### config.mk
export PLATFORM = sky130hd
export DESIGN_NAME = serial_adder_flat
export DESIGN_NICKNAME = d
export VERILOG_FILES = /design/src/rtl/serial_adder_if.sv /design/src/rtl/serial_adder.sv /design/src/flat_wrapper.sv
export SDC_FILE = /design/constraint.sdc
export NUM_CORES = 1
export LEC_CHECK = 0
export CAP_MARGIN = 5
export CORE_MARGIN = 5
export CORE_UTILIZATION = 52
export CTS_BUF_LIST = sky130_fd_sc_hd__clkbuf_8 sky130_fd_sc_hd__clkbuf_16
export DETAILED_ROUTE_END_ITERATION = 6
export PLACE_DENSITY = 0.82
export SETUP_SLACK_MARGIN = 0.05
export SYNTH_ARGS = -nofsm -noshare
export SYNTH_HDL_FRONTEND = slang
export SYNTH_SLANG_ARGS = --single-unit
### constraint.sdc
create_clock -name clk -period 2 [get_ports clk]
set_input_delay 0.4 -clock clk [delete_from_list [all_inputs] [get_ports clk]]
set_output_delay 0.4 -clock clk [all_outputs]
set_load 0.05 [all_outputs]
### src/rtl/serial_adder_if.sv
// Handshake and operand/result bundle between a controller and serial_adder.
// The controller drives start/a/b; the adder returns busy/done/sum/cout.
interface serial_adder_if #(
    parameter int WIDTH = 8
);
    logic             start;
    logic [WIDTH-1:0] a;
    logic [WIDTH-1:0] b;
    logic             busy;
    logic             done;
    logic [WIDTH-1:0] sum;
    logic             cout;

    modport master (
        output start, a, b,
        input  busy, done, sum, cout
    );

    modport slave (
        input  start, a, b,
        output busy, done, sum, cout
    );
endinterface

### src/rtl/serial_adder.sv
// Bit-serial WIDTH-bit adder: one full-adder cell (two half adders plus an OR),
// LSB first, carry kept in a flop between bits, start/busy/done handshake.
module half_adder_structural (
    input  logic a,
    input  logic b,
    output logic s,
    output logic c
);
    xor g_s (s, a, b);
    and g_c (c, a, b);
endmodule

module serial_adder #(
    parameter int WIDTH = 8
) (
    input  logic           clk,
    input  logic           rst,
    serial_adder_if.slave  bus
);
    localparam int CW = $clog2(WIDTH + 1);

    typedef enum logic [1:0] {
        IDLE  = 2'd0,
        SHIFT = 2'd1,
        DONE  = 2'd2
    } state_t;

    state_t           state, state_nxt;
    logic [WIDTH-1:0] a_sh, a_sh_nxt;
    logic [WIDTH-1:0] b_sh, b_sh_nxt;
    logic [WIDTH-1:0] sum_sh, sum_sh_nxt;
    logic             carry, carry_nxt;
    logic [CW-1:0]    cnt, cnt_nxt;

    logic s1, c1, sbit, c2, cnext;

    half_adder_structural u_ha1 (.a(a_sh[0]), .b(b_sh[0]), .s(s1),   .c(c1));
    half_adder_structural u_ha2 (.a(s1),      .b(carry),   .s(sbit), .c(c2));
    assign cnext = c1 | c2;

    always_comb begin
        // NOTE: every always_comb output gets a default first (here: hold), so
        // no path through the case leaves a signal unassigned and infers a latch.
        state_nxt  = state;
        a_sh_nxt   = a_sh;
        b_sh_nxt   = b_sh;
        sum_sh_nxt = sum_sh;
        carry_nxt  = carry;
        cnt_nxt    = cnt;

        unique case (state)
            IDLE, DONE: begin
                if (state == DONE) state_nxt = IDLE;
                if (bus.start) begin
                    a_sh_nxt   = bus.a;
                    b_sh_nxt   = bus.b;
                    sum_sh_nxt = '0;
                    carry_nxt  = 1'b0;
                    cnt_nxt    = '0;
                    state_nxt  = SHIFT;
                end
            end
            SHIFT: begin
                a_sh_nxt   = a_sh >> 1;
                b_sh_nxt   = b_sh >> 1;
                sum_sh_nxt = {sbit, sum_sh[WIDTH-1:1]};
                carry_nxt  = cnext;
                cnt_nxt    = cnt + 1'b1;
                if (cnt == CW'(WIDTH - 1)) state_nxt = DONE;
            end
            default: state_nxt = IDLE;
        endcase
    end

    always_ff @(posedge clk) begin
        // NOTE: sequential state uses non-blocking assignment, and the reset is
        // synchronous and clears the whole datapath so an aborted add leaves no residue.
        if (rst) begin
            state  <= IDLE;
            a_sh   <= '0;
            b_sh   <= '0;
            sum_sh <= '0;
            carry  <= 1'b0;
            cnt    <= '0;
        end else begin
            state  <= state_nxt;
            a_sh   <= a_sh_nxt;
            b_sh   <= b_sh_nxt;
            sum_sh <= sum_sh_nxt;
            carry  <= carry_nxt;
            cnt    <= cnt_nxt;
        end
    end

    // Handshake outputs decode registered state only: no input-to-output paths.
    assign bus.busy = (state == SHIFT);
    assign bus.done = (state == DONE);
    assign bus.sum  = sum_sh;
    assign bus.cout = carry;
endmodule

### src/flat_wrapper.sv
// flat-port wrapper written by rule: the top's interface ports become plain ports
module serial_adder_flat 
#(
    parameter int WIDTH = 8
)
  (clk, rst, bus_start, bus_a, bus_b, bus_busy, bus_done, bus_sum, bus_cout);
  serial_adder_if #(.WIDTH(WIDTH)) bus_i ();
  input  logic clk;
  input  logic rst;
  input wire logic [$bits(bus_i.start)-1:0] bus_start;
  input wire logic [$bits(bus_i.a)-1:0] bus_a;
  input wire logic [$bits(bus_i.b)-1:0] bus_b;
  output wire logic [$bits(bus_i.busy)-1:0] bus_busy;
  output wire logic [$bits(bus_i.done)-1:0] bus_done;
  output wire logic [$bits(bus_i.sum)-1:0] bus_sum;
  output wire logic [$bits(bus_i.cout)-1:0] bus_cout;
  assign bus_i.start = bus_start;
  assign bus_i.a = bus_a;
  assign bus_i.b = bus_b;
  assign bus_busy = bus_i.busy;
  assign bus_done = bus_i.done;
  assign bus_sum = bus_i.sum;
  assign bus_cout = bus_i.cout;
  serial_adder #(.WIDTH(WIDTH)) u_core (.clk(clk), .rst(rst), .bus(bus_i));
endmodule
# Yosys cells after proc, flatten, opt, wreduce, memory -nomap -nowiden
# Cells that the tools add are included.
[totals]
register_bits = 31
output_inout_bits = 11
wordCells = 37
inputBits = 19
[classes]
addsub = 1
eq_ne = 6
muxes = 14
bitwise = 5
reduce_logical = 5
[ops]
columns = ["cell", "n"]
rows = [
  ["one-hot mux 8 bit (2 select lines)", 3],
  ["2-to-1 mux 8 bit", 3],
  ["one-hot mux 4 bit (2 select lines)", 1],
  ["2-to-1 mux 2 bit", 3],
  ["adder 4 x 1 -> 4 bit (second input constant)", 1],
  ["== test 4 x 3 -> 1 bit (second input constant)", 1],
  ["2-to-1 mux 4 bit", 1],
  ["one-hot mux 2 bit (2 select lines)", 1],
  ["AND reduction 2 bit", 2],
  ["!= test 3 bit (second input constant)", 1],
  ["bitwise AND 1 bit", 2],
  ["== test 2 x 1 -> 1 bit (second input constant)", 1],
  ["== test 2 bit (second input constant)", 1],
  ["zero test 2 bit", 1],
  ["!= test 2 x 1 -> 1 bit (second input constant)", 1],
  ["!= test 2 bit (second input constant)", 1],
  ["one-hot mux 1 bit (2 select lines)", 1],
  ["nonzero test 2 bit", 1],
  ["OR reduction 2 bit", 1],
  ["bitwise XOR 1 bit", 2],
  ["2-to-1 mux 1 bit", 1],
  ["OR 1 bit", 1],
]

# Longest topological paths before layout
[depth]
word_depth = 4
depth_mapped = 5
mapped_depth_nobuf = 4

# Hierarchy
# Synthesis repeated with hierarchy kept, for this count alone.
[unflattened]
cells_unflattened = 146
area_unflattened_um2 = 1288.7
[by_module_without_submodules]
columns = ["mod", "seq_area_each_um2", "area_each_um2", "cells_each", "n_inst"]
rows = [
  ["serial_adder", 620.6, 1263.7, 144, 1],
  ["half_adder_structural", 0.0, 12.5, 1, 2],
]

# Worst setup path before layout
# No wires, ideal clock.
[synth_path]
kind = "register to register"
startpoint = "register u_core.carry, in the netlist u_core.bus.cout"
endpoint = "register u_core.sum_sh[7], in the netlist u_core.bus.sum[7]"
path_stages_with_launch = 4
arrival_time_ns = 1.241
required_time_ns = 1.868
synth_period_minus_slack_ns = 1.373
setup_slack_ns = 0.627
setup_ns = 0.132
path_buffers = 0
path_cell_list = "dfxtp_1 fa_1 nand2_1 a21oi_1"
[synth_between]
elab_chain_cells = 2
[synth_rtl]
columns = ["element", "line", "text"]
rows = [
  ["start: declaration", "serial_adder.sv:32", "logic carry, carry_nxt;"],
  ["start signal: assignment", "serial_adder.sv:90", "carry <= carry_nxt;"],
  ["bitwise XOR 1 bit", "serial_adder.sv:9", "xor g_s (s, a, b);"],
  ["one-hot mux 8 bit (2 select lines)", "serial_adder.sv:51", "unique case (state)"],
  ["end signal: assignment", "serial_adder.sv:89", "sum_sh <= sum_sh_nxt;"],
  ["end: declaration", "serial_adder.sv:31", "logic [WIDTH-1:0] sum_sh, sum_sh_nxt;"],
]
# Every way passes these cells.
# A chain may end at the register's enable or synchronous reset.

# Worst setup path in the final report
[layout_path]
startpoint = "register u_core.sum_sh[6], in the netlist u_core.bus.sum[6]"
endpoint = "output bus_sum[6]"
[layout_lines]
columns = ["element", "line", "text"]
rows = [
  ["end: declaration", "flat_wrapper.sv:15", "output wire logic [$bits(bus_i.sum)-1:0] bus_sum;"],
]
# No word-level cell between the ends.

==> impl_metrics.env <==
export IMPL_status="finished, final reports clean"
export IMPL_crit_fanout=3
export IMPL_cts_buffers=5
export IMPL_internal_power_mw=1.033
export IMPL_hold_violations=0
export IMPL_crit_chain="clkdlybuf4s50_1"
export IMPL_fmax_ghz=0.5418
export IMPL_min_period_ps=1846
export IMPL_max_cap_violations=0
export IMPL_critical_path_startpoint_type="register"
export IMPL_critical_path_class="reg2out"
export IMPL_diodes=0
export IMPL_clkPwrFrac_pct=38.1
export IMPL_crit_family="buffers and inverters"
export IMPL_cellLeakagePower_nw=0.6245
export IMPL_mappedNetlistArea_sq_um=1319
export IMPL_combPwrFrac_pct=13.2
export IMPL_antenna_found_initial=0
export IMPL_root_buffer="clkbuf_8"
export IMPL_vias=1170
export IMPL_slowest_stage="clkdlybuf4s50_1"
export IMPL_grt_usage_pct=18.25
export IMPL_regArea_sq_um=620.6
export IMPL_syn_instance_count=142
export IMPL_fin_tns_setup_ps=0
export IMPL_tightest_slew_ps=511.6
export IMPL_drt_first_pass_iters=5
export IMPL_start_util_pct=53.72
export IMPL_layout_nets=192
export IMPL_critical_path_required_ps=1600
export IMPL_power_density_nw_per_um2=813.1
export IMPL_synth_avg_cell_area_sq_um=9.287
export IMPL_yosysWarningCount=0
export IMPL_drive_gt1_share_pct=11.63
export IMPL_dieArea_sq_um=3643
export IMPL_die_w_um=60.36
export IMPL_grt_pass1_wl_um=4981
export IMPL_fill_cells=222
export IMPL_overflow=0
export IMPL_multi_input_area_sq_um=579.3
export IMPL_finalPower_mw=1.365
export IMPL_cts_max_path_buffers=2
export IMPL_worstPathArrival_ps=1450
export IMPL_io_pins=30
export IMPL_wirelength_um=2984
export IMPL_finalSetupViolations=0
export IMPL_skew_ps=4.373
export IMPL_seqPwrFrac_pct=48.6
export IMPL_drt_iter0_markers=54
export IMPL_antenna_left=0
export IMPL_grt_pass1_vias=1086
export IMPL_clk_pin_slew_worst_paths_ps=60
export IMPL_min_path_type="reg2reg"
export IMPL_p_sw_share_pct=24.35
export IMPL_wire_per_inst_um=14.77
export IMPL_cpPeakStageDelay_ps=820
export IMPL_p_switching_uw=332.5
export IMPL_peakVddDrop_v=0.0006920
export IMPL_port_buffers=29
export IMPL_critPathCaptureType="output pin"
export IMPL_remaining_drc_errors=0
export IMPL_core_area_sq_um=2455
export IMPL_dp_hpwl_um=1901
export IMPL_clock_sinks=31
export IMPL_area_growth_pct=27.32
export IMPL_grt_start_max_net_pins=30
export IMPL_insertion_delay_ps=270
export IMPL_ys_seq_area_share_pct=47.06
export IMPL_gp_congestion=0.8362
export IMPL_ys_ff_latch=31
export IMPL_cts_htree_levels=2
export IMPL_max_slew_margin_rel_pct=65.79
export IMPL_viasPerCell=5.792
export IMPL_die_h_um=60.36
export IMPL_cts_tree="built"
export IMPL_row_count=18
export IMPL_post_synth_num_cell_types=24
export IMPL_slew_viol_final=0
export IMPL_rsz0062_at_grt="false"
export IMPL_synth_fp_nets=163
export IMPL_reg2reg_slack_ps=500
export IMPL_critPathBufInv=1
export IMPL_finalCritPeriodShare_pct=92.28
-- flip-flops by register name, indices dropped and copies added (netlist names) --
| register | flops |
|---|---|
| u_core.b_sh | 8 |
| u_core.cnt | 4 |
| u_core.bus.cout | 1 |
| u_core.bus.sum | 8 |
| u_core.state | 2 |
| u_core.a_sh | 8 |
-- path summary, 6_finish.rpt --
| path | from | end | cells after the start |
|---|---|---|---|
| setup / recovery | u_core.bus.sum[6] | bus_sum[6] | 1 |
| hold / removal | u_core.state[1] | u_core.state[1] | 1 |
| setup reg to reg | u_core.state[1] | u_core.cnt[2] | 4 |
| hold reg to reg | u_core.state[1] | u_core.state[1] | 1 |
-- layer usage --
| metal | vias to the layer above | wire length (um) | track usage [%] | part of all wire [%] |
|---|---|---|---|---|
| li1 | 568 | - | - | - |
| met1 | 553 | 1289 | 23.58 | 43 |
| met2 | 43 | 1456 | 28.40 | 49 |
| met3 | 6 | 171 | 4.894 | 5.7 |
| met4 | 0 | 68 | 8.544 | 2.3 |
| met5 | - | 0 | 0 | 0 |
-- per-stage QoR --
step           hold slack [ps]  cell area [sq um]  util, %  setup slack [ps]  cells
6_report                 455.3               1679    68.40             154.3    202
5_1_grt                  486.2               1679    68.40             103.9    202
4_1_cts                  461.3               1677    68.30             101.0    202
3_5_place_dp             453.0               1577    64.22             250.5    194
3_3_place_gp             421.6               1577    64.22             370.2    194
2_1_floorplan            405.3               1319        -             626.7    142
-- worst reg2reg max path, delay by kind of cell, from the launching register on --
kind	cells	cell delay, ps
AOI/OAI and AO/OA	1	240
buffers and inverters	1	320
and+or+nand+nor	1	170
DFF	1	350
muxes	1	340
-- power groups by stage --
stage	sequential (mW)	combinational (mW)	clock [mW]
after floorplan	0.676	0.127	0
after CTS	0.663	0.180	0.533
after detailed placement	0.676	0.179	0
after global routing	0.666	0.197	0.570
after global placement	0.675	0.173	0
final	0.664	0.181	0.521
-- cell type report --
class	count	area share, %
tap	30	2.235
timing repair buffer	35	19.82
inverter	1	0.5216
clock buffer	7	5.738
multi-input combinational	97	34.50
sequential	31	36.96
clock inverter	1	0.2235
-- synthesized netlist by cell type (all sizes together) --
library cell	n	area share, %
mux2	2	2.0
nand3	27	10
nor2	1	0.28
nand4	1	0.47
ha	1	0.95
nor2b	1	0.47
a21oi	28	11
fa	1	1.5
nand2	12	3.4
a211oi	2	1.9
and2b	1	0.57
and4b	1	0.76
nor3b	2	1.1
buf	11	7.8
a22oi	14	8.0
dfxtp	31	47
clkbuf	2	0.57
clkinv	1	0.66
nand2b	3	1.6
-- kinds of logic after synthesis --
group,share of synthesized area (%)
AO/OA/AOI/OAI,20.49
buffers and inverters,9.013
multiplexers,1.992
AND/OR/NAND/NOR,18.98
flip-flops,47.06
adder cells (fa/ha/maj),2.467
-- what timing repair did --
| action | 4_1_cts | 5_1_grt |
|---|---|---|
| resized for setup | 0 | 1 |
| hold buffers | 0 | 0 |
| buffers inserted | 0 | 0 |
| endpoints found under the setup margin | 0 | 1 |
| endpoints found under the hold margin | 0 | 0 |
-- cell usage in the layout (no fill, tap or decap), drive strengths merged --
| cell type | count |
|---|---|
| inv | 1 |
| dlymetal6s2s | 1 |
| nand4 | 1 |
| a21oi | 28 |
| fa | 1 |
| nor2b | 1 |
| a22oi | 14 |
| and2b | 1 |
| nand2b | 3 |
| nand3 | 27 |
| nor3b | 2 |
| nand2 | 12 |
| buf | 8 |
| clkdlybuf4s50 | 26 |
| a211oi | 2 |
| and4b | 1 |
| ha | 1 |
| clkinv | 1 |
| nor2 | 1 |
| clkbuf | 7 |
| dfxtp | 31 |
| mux2 | 2 |
No activity file was read; power rests on OpenSTA's default activity.
